[config.mk]
export PLATFORM = sky130hd
export DESIGN_NAME = fp_pipe_multiplier
export DESIGN_NICKNAME = d
export VERILOG_FILES = /design/src/rtl/fp_pipe_multiplier.sv
export SDC_FILE = /design/constraint.sdc
export NUM_CORES = 2
export LEC_CHECK = 0
export BUFFER_PORTS_ARGS = -buffer_cell sky130_fd_sc_hd__buf_2
export CAP_MARGIN = 0
export CORE_AREA = 2 2 225 227
export DETAILED_ROUTE_END_ITERATION = 6
export DIE_AREA = 0 0 227 229
export HOLD_SLACK_MARGIN = 0.06
export PLACE_DENSITY = 0.86
export SLEW_MARGIN = 0
export SYNTH_ARGS = -nofsm -noshare
export SYNTH_HDL_FRONTEND = slang
export SYNTH_SLANG_ARGS = --single-unit
[constraint.sdc]
create_clock -name clk -period 7.1 [get_ports clk]
set_input_delay 0.355 -clock clk [delete_from_list [all_inputs] [get_ports clk]]
set_output_delay 0.355 -clock clk [all_outputs]
set_load 0.02 [all_outputs]
[src/rtl/fp_pipe_multiplier.sv]
// Pipelined IEEE-754 multiplier: unpack -> mantissa multiply -> normalise/round -> pack/exceptions.
// Flush-to-zero on subnormal inputs, round-to-nearest-even, valid/ready with a global stall.
module fp_pipe_multiplier #(
  parameter int EXP_W = 8,
  parameter int MAN_W = 23,
  parameter int TAG_W = 4
) (
  input  logic                   clk,
  input  logic                   rst_n,
  input  logic                   in_valid,
  output logic                   in_ready,
  input  logic [EXP_W+MAN_W:0]   a,
  input  logic [EXP_W+MAN_W:0]   b,
  input  logic [TAG_W-1:0]       in_tag,
  output logic                   out_valid,
  input  logic                   out_ready,
  output logic [EXP_W+MAN_W:0]   result,
  output logic [TAG_W-1:0]       out_tag,
  output logic                   overflow,
  output logic                   underflow,
  output logic                   invalid,
  output logic                   inexact
);
  localparam int W  = 1 + EXP_W + MAN_W;
  localparam int PW = 2 * MAN_W + 2;
  localparam int EW = EXP_W + 2;
  localparam logic signed [EW-1:0] BIAS = EW'((2 ** (EXP_W - 1)) - 1);
  localparam logic signed [EW-1:0] EMAX = EW'((2 ** EXP_W) - 1);
  localparam logic [W-1:0] QNAN = {1'b0, {EXP_W{1'b1}}, 1'b1, {(MAN_W-1){1'b0}}};

  logic adv;
  assign adv      = out_ready || !out_valid;
  assign in_ready = adv;

  logic [EXP_W-1:0] ea, eb;
  logic [MAN_W-1:0] fa, fb;
  assign ea = a[W-2:MAN_W];
  assign eb = b[W-2:MAN_W];
  assign fa = a[MAN_W-1:0];
  assign fb = b[MAN_W-1:0];

  logic a_zero, b_zero, a_nan, b_nan, a_inf, b_inf;
  logic sign_c, spec_c, spec_inv_c;
  logic [W-1:0] spec_res_c;
  logic signed [EW-1:0] esum_c;

  // Special cases are resolved up front and ride the pipe beside the arithmetic path.
  always_comb begin
    a_zero     = ~|ea;
    b_zero     = ~|eb;
    a_nan      = (&ea) && (|fa);
    b_nan      = (&eb) && (|fb);
    a_inf      = (&ea) && !(|fa);
    b_inf      = (&eb) && !(|fb);
    sign_c     = a[W-1] ^ b[W-1];
    esum_c     = $signed({2'b00, ea}) + $signed({2'b00, eb}) - BIAS;
    spec_c     = 1'b1;
    spec_inv_c = 1'b0;
    spec_res_c = QNAN;
    if (a_nan || b_nan)
      spec_inv_c = (a_nan && !fa[MAN_W-1]) || (b_nan && !fb[MAN_W-1]);
    else if ((a_inf && b_zero) || (a_zero && b_inf))
      spec_inv_c = 1'b1;
    else if (a_inf || b_inf)
      spec_res_c = {sign_c, {EXP_W{1'b1}}, {MAN_W{1'b0}}};
    else if (a_zero || b_zero)
      spec_res_c = {sign_c, {(W-1){1'b0}}};
    else
      spec_c = 1'b0;
  end

  logic                 s1_valid, s1_sign, s1_spec, s1_spec_inv;
  logic [TAG_W-1:0]     s1_tag;
  logic signed [EW-1:0] s1_esum;
  logic [MAN_W:0]       s1_ma, s1_mb;
  logic [W-1:0]         s1_spec_res;

  logic                 s2_valid, s2_sign, s2_spec, s2_spec_inv;
  logic [TAG_W-1:0]     s2_tag;
  logic signed [EW-1:0] s2_esum;
  logic [PW-1:0]        s2_prod;
  logic [W-1:0]         s2_spec_res;

  logic                 s3_valid, s3_sign, s3_spec, s3_spec_inv, s3_inexact;
  logic [TAG_W-1:0]     s3_tag;
  logic signed [EW-1:0] s3_exp;
  logic [MAN_W-1:0]     s3_frac;
  logic [W-1:0]         s3_spec_res;

  logic [PW-1:0]        ext;
  logic [MAN_W:0]       mant, rsum;
  logic                 norm, guard, rnd, sticky, carry;
  logic signed [EW-1:0] exp_c;

  always_comb begin
    norm   = s2_prod[PW-1];
    ext    = norm ? s2_prod : (s2_prod << 1);
    mant   = ext[PW-1:MAN_W+1];
    guard  = ext[MAN_W];
    rnd    = ext[MAN_W-1];
    sticky = |ext[MAN_W-2:0];
    rsum   = mant + (MAN_W+1)'(guard && (rnd || sticky || mant[0]));
    // Hidden bit is always 1 before rounding, so it reads 0 only after a carry-out (fraction is then 0).
    carry  = ~rsum[MAN_W];
    exp_c  = s2_esum + EW'(norm) + EW'(carry);
  end

  logic [W-1:0] res_c;
  logic         ov_c, uf_c, inv_c, inx_c;

  always_comb begin
    res_c = {s3_sign, s3_exp[EXP_W-1:0], s3_frac};
    ov_c  = 1'b0;
    uf_c  = 1'b0;
    inv_c = 1'b0;
    inx_c = s3_inexact;
    if (s3_spec) begin
      res_c = s3_spec_res;
      inv_c = s3_spec_inv;
      inx_c = 1'b0;
    end else if (s3_exp >= EMAX) begin
      res_c = {s3_sign, {EXP_W{1'b1}}, {MAN_W{1'b0}}};
      ov_c  = 1'b1;
      inx_c = 1'b1;
    end else if (s3_exp[EW-1] || s3_exp == '0) begin
      res_c = {s3_sign, {(W-1){1'b0}}};
      uf_c  = 1'b1;
      inx_c = 1'b1;
    end
  end

  always_ff @(posedge clk or negedge rst_n) begin
    if (!rst_n) begin
      s1_valid <= 1'b0; s1_sign <= 1'b0; s1_spec <= 1'b0; s1_spec_inv <= 1'b0;
      s1_tag <= '0; s1_esum <= '0; s1_ma <= '0; s1_mb <= '0; s1_spec_res <= '0;
      s2_valid <= 1'b0; s2_sign <= 1'b0; s2_spec <= 1'b0; s2_spec_inv <= 1'b0;
      s2_tag <= '0; s2_esum <= '0; s2_prod <= '0; s2_spec_res <= '0;
      s3_valid <= 1'b0; s3_sign <= 1'b0; s3_spec <= 1'b0; s3_spec_inv <= 1'b0;
      s3_inexact <= 1'b0; s3_tag <= '0; s3_exp <= '0; s3_frac <= '0; s3_spec_res <= '0;
      out_valid <= 1'b0; result <= '0; out_tag <= '0;
      overflow <= 1'b0; underflow <= 1'b0; invalid <= 1'b0; inexact <= 1'b0;
    end else if (adv) begin
      s1_valid    <= in_valid;
      s1_tag      <= in_tag;
      s1_sign     <= sign_c;
      s1_esum     <= esum_c;
      s1_ma       <= {1'b1, fa};
      s1_mb       <= {1'b1, fb};
      s1_spec     <= spec_c;
      s1_spec_inv <= spec_inv_c;
      s1_spec_res <= spec_res_c;

      s2_valid    <= s1_valid;
      s2_tag      <= s1_tag;
      s2_sign     <= s1_sign;
      s2_esum     <= s1_esum;
      s2_prod     <= PW'(s1_ma) * PW'(s1_mb);
      s2_spec     <= s1_spec;
      s2_spec_inv <= s1_spec_inv;
      s2_spec_res <= s1_spec_res;

      s3_valid    <= s2_valid;
      s3_tag      <= s2_tag;
      s3_sign     <= s2_sign;
      s3_exp      <= exp_c;
      s3_frac     <= rsum[MAN_W-1:0];
      s3_inexact  <= guard || rnd || sticky;
      s3_spec     <= s2_spec;
      s3_spec_inv <= s2_spec_inv;
      s3_spec_res <= s2_spec_res;

      out_valid   <= s3_valid;
      out_tag     <= s3_tag;
      result      <= res_c;
      overflow    <= ov_c;
      underflow   <= uf_c;
      invalid     <= inv_c;
      inexact     <= inx_c;
    end
  end
endmodule

==> metrics.md <==
| Metric | Value |
|---|---|
| Worst rel slew slack | `0.288` |
| Clock Latency Late Sink | `0.60 ns` |
| GRT Util Overall | `0.298` |
| Synth Cell Area | `28900 sq um` |
| Final setup viols | `0` |
| Final Cycle Share | `0.985` |
| Area Growth Syn to Fin | `12.1%` |
| CP peak stage delay | `0.56 ns` |
| Critical path's most frequent cell | `fa_1` |
| DIE AREA | `52000 sq um` |
| Crit path kind | `register to register` |
| Max-Cap Viols | `0` |
| Max-slew violations | `0` |
| Worst-path maximum fanout | `5` |
| Most frequent cells in the layout | `nand2_1, inv_1, fa_1` |
| Vias per inst | `5.64` |
| Status | `finished clean` |
| F_max | `0.143 GHz` |
| Clock Skew | `0.0376 ns` |
| Clock buffer depth | `3` |
| Worst hold path type | `primary input to register` |
| Initial Util | `0.583` |
| Vias in the first global route | `24400` |
| Initial drt markers | `2082` |
| Chip Height | `229 um` |
| Average size of a mapped cell | `8.89 sq um` |
| Setup crit end kind | `register` |
| Core Area | `49700 sq um` |
| Crit path cell chain | `and2_1, fa_1, fa_1, inv_1, fa_1, inv_1, fa_1, inv_1, fa_1, inv_1, fa_1, inv_1, fa_1, inv_1, ha_1, nand2_2, o21bai_2, a211oi_2, o41ai_4, a41oi_2, o21ai_1, a21oi_2, or4_1, nand3_1` |
| Reg clk slew, reported paths | `0.06 ns` |
| ANT nets after route | `0` |
| First-pass GRT wire length | `122000 um` |
| #FFs+latches synth | `223` |
| Async SR Flop Fraction | `1.00` |
| Commonest non-fill, non-tap cell in the layout | `nand2_1` |
| Cts bufs inserted | `26` |
| Type of origin of the critical path | `register` |
| Clk sinks | `223` |
| DR vias | `23200` |
| RSZ-0062 raised after global routing | `yes` |
| Cells after Synth | `3255` |
| Crit path time final | `6.99 ns` |
| Share of cells above drive strength 1 | `0.115` |
| Routed wire length | `76700 um` |
| Crit-path slowest cell | `fa_1` |
| # fillers | `3666` |
| EDFF count, synth | `0` |
| Post-route DRC | `0` |
| Worst hold slack | `0.0748 ns` |
| Sequential element share of the synthesized area | `0.193` |
| Routed len/inst | `18.6 um` |
| CTS tree | `built` |
| Syn Nets | `4003` |
| Layout Nets | `4168` |
| Syn. warnings | `0` |
| CTS Root Cell | `clkbuf_16` |
| Worst-Margin Slew | `1.06 ns` |
| Critical Path RT | `7.60 ns` |
| Die width | `227 um` |
| Worst path arrival time | `7.49 ns` |
| CTS H-tree depth | `1` |
| Final design utilization | `0.654` |
| Most used flip-flop cell after synthesis | `dfrtp_1` |
| Final hold violation count | `0` |
| Routability cong. | `0.937` |
| Top-level I/O count | `114` |
| Drt pass-1 iters | `7` |
| Row count | `82` |
| Cell variety after synth | `63` |
| HPWL after DPL | `57900 um` |
| Port Buffer Count | `113` |
| Initial antenna violation count | `6` |
| GR Overflow Total | `0` |
| Largest net degree at the start of global routing | `125` |
## layout make-up
cell class / count / area, sq um / share of cell area
multi-input cells: 2290 / 20700 / 0.637
inverters: 571 / 2150 / 0.0662
flip-flops and latches: 223 / 5640 / 0.174
clock buffers: 34 / 711 / 0.0219
clock inverters: 14 / 173 / 0.00532
diodes: 5 / 12.5 / 0.000385
well taps: 672 / 841 / 0.0259
repair buffers: 308 / 2250 / 0.0694
## worst max-delay path: cells and delay by family (launching register included)
kind	cells	cell delay, ns
adders and majority gates	8	3.94
DFF	1	0.48
and+or+nand+nor	4	0.89
AOI/OAI and AO/OA	6	1.28
buffers and inverters	6	0.32
## logic make-up (layout without fill, tap and decap cells)
kind of cell / after synthesis / in the layout / synth area share
AO/OA/AOI/OAI: 307 / 307 / 0.0679
XOR/XNOR: 78 / 78 / 0.0236
buffers and inverters: 742 / 927 / 0.0988
AND/OR/NAND/NOR: 1211 / 1211 / 0.193
flip-flops: 223 / 223 / 0.193
adder cells (fa/ha/maj): 676 / 676 / 0.418
multiplexers: 18 / 18 / 0.00648
other: 0 / 5 / 0
## flip-flops by register name (all words and copies together) (netlist names), 10 cells and up
signal and flops:
s2_prod 48, result 32, s1_ma 24, s1_mb 23
s3_frac 23, s1_esum 10, s2_esum 10, s3_exp 10
## metrics by stage
stage / TNS (ns) / setup slack [ns] / std cells / instance area, sq um
2_1_floorplan: 0 / 0.376 / 3255 / 28900
3_3_place_gp: -0.167 / -0.0649 / 3997 / 30700
3_5_place_dp: -0.575 / -0.189 / 3997 / 30700
4_1_cts: 0 / 0.0148 / 4077 / 32000
5_1_grt: -0.500 / -0.146 / 4117 / 32500
6_report: 0 / 0.107 / 4117 / 32500
## synth_stat cells, types with 10 or more instances
master / n / area [sq um]
nor4_1: 19 / 119
a221o_1: 10 / 100
inv_1: 571 / 2140
o21bai_1: 13 / 97.6
a22o_1: 22 / 193
xnor2_1: 44 / 385
xor2_1: 34 / 298
o21ai_0: 70 / 350
mux2i_1: 12 / 120
and3_1: 12 / 75.1
dfrtp_1: 223 / 5580
nor3_1: 12 / 60.1
nor2_1: 86 / 323
nand2b_1: 11 / 68.8
nand2_1: 708 / 2660
fa_1: 484 / 9690
nand4_1: 20 / 125
a21o_1: 22 / 165
nand3_1: 25 / 125
ha_1: 192 / 2400
a21oi_1: 106 / 531
and2_1: 287 / 1800
clkbuf_1: 151 / 567
## timing repair
action                                  in CTS  in global routing
resized for setup                           19                 55
buffers inserted                             0                 35
endpoints found under the setup margin       7                 15
endpoints found under the hold margin      153                  0
pin swaps                                    1                 13
hold buffers                                32                  0
## layer usage
metal / GRT usage / up-vias / share of wire
met2: 0.504 / 1053 / 0.50
met1: 0.369 / 11600 / 0.36
met3: 0.0468 / 325 / 0.076
met5: 0 / - / 0.00017
met4: 0.154 / 2 / 0.058
li1: - / 10200 / -
## path summary, 6_finish.rpt
kind                           start  cells after the start           to  slack, ns
hold reg to reg            s3_tag[0]                      2    s3_tag[0]       0.47
setup reg to reg           s1_ma[16]                     24  s2_prod[46]       0.11
hold / removal                  b[0]                      3     s1_mb[0]       0.07
max in group asynchronous      rst_n                      3    s1_ma[16]       5.05
setup / recovery           s1_ma[16]                     24  s2_prod[46]       0.11
min in group asynchronous      rst_n                      2    s1_mb[19]       0.42
Power is left out: the tool's default activity adds up to more than one toggle a clock period on the data nets, which glitch-free logic cannot reach.
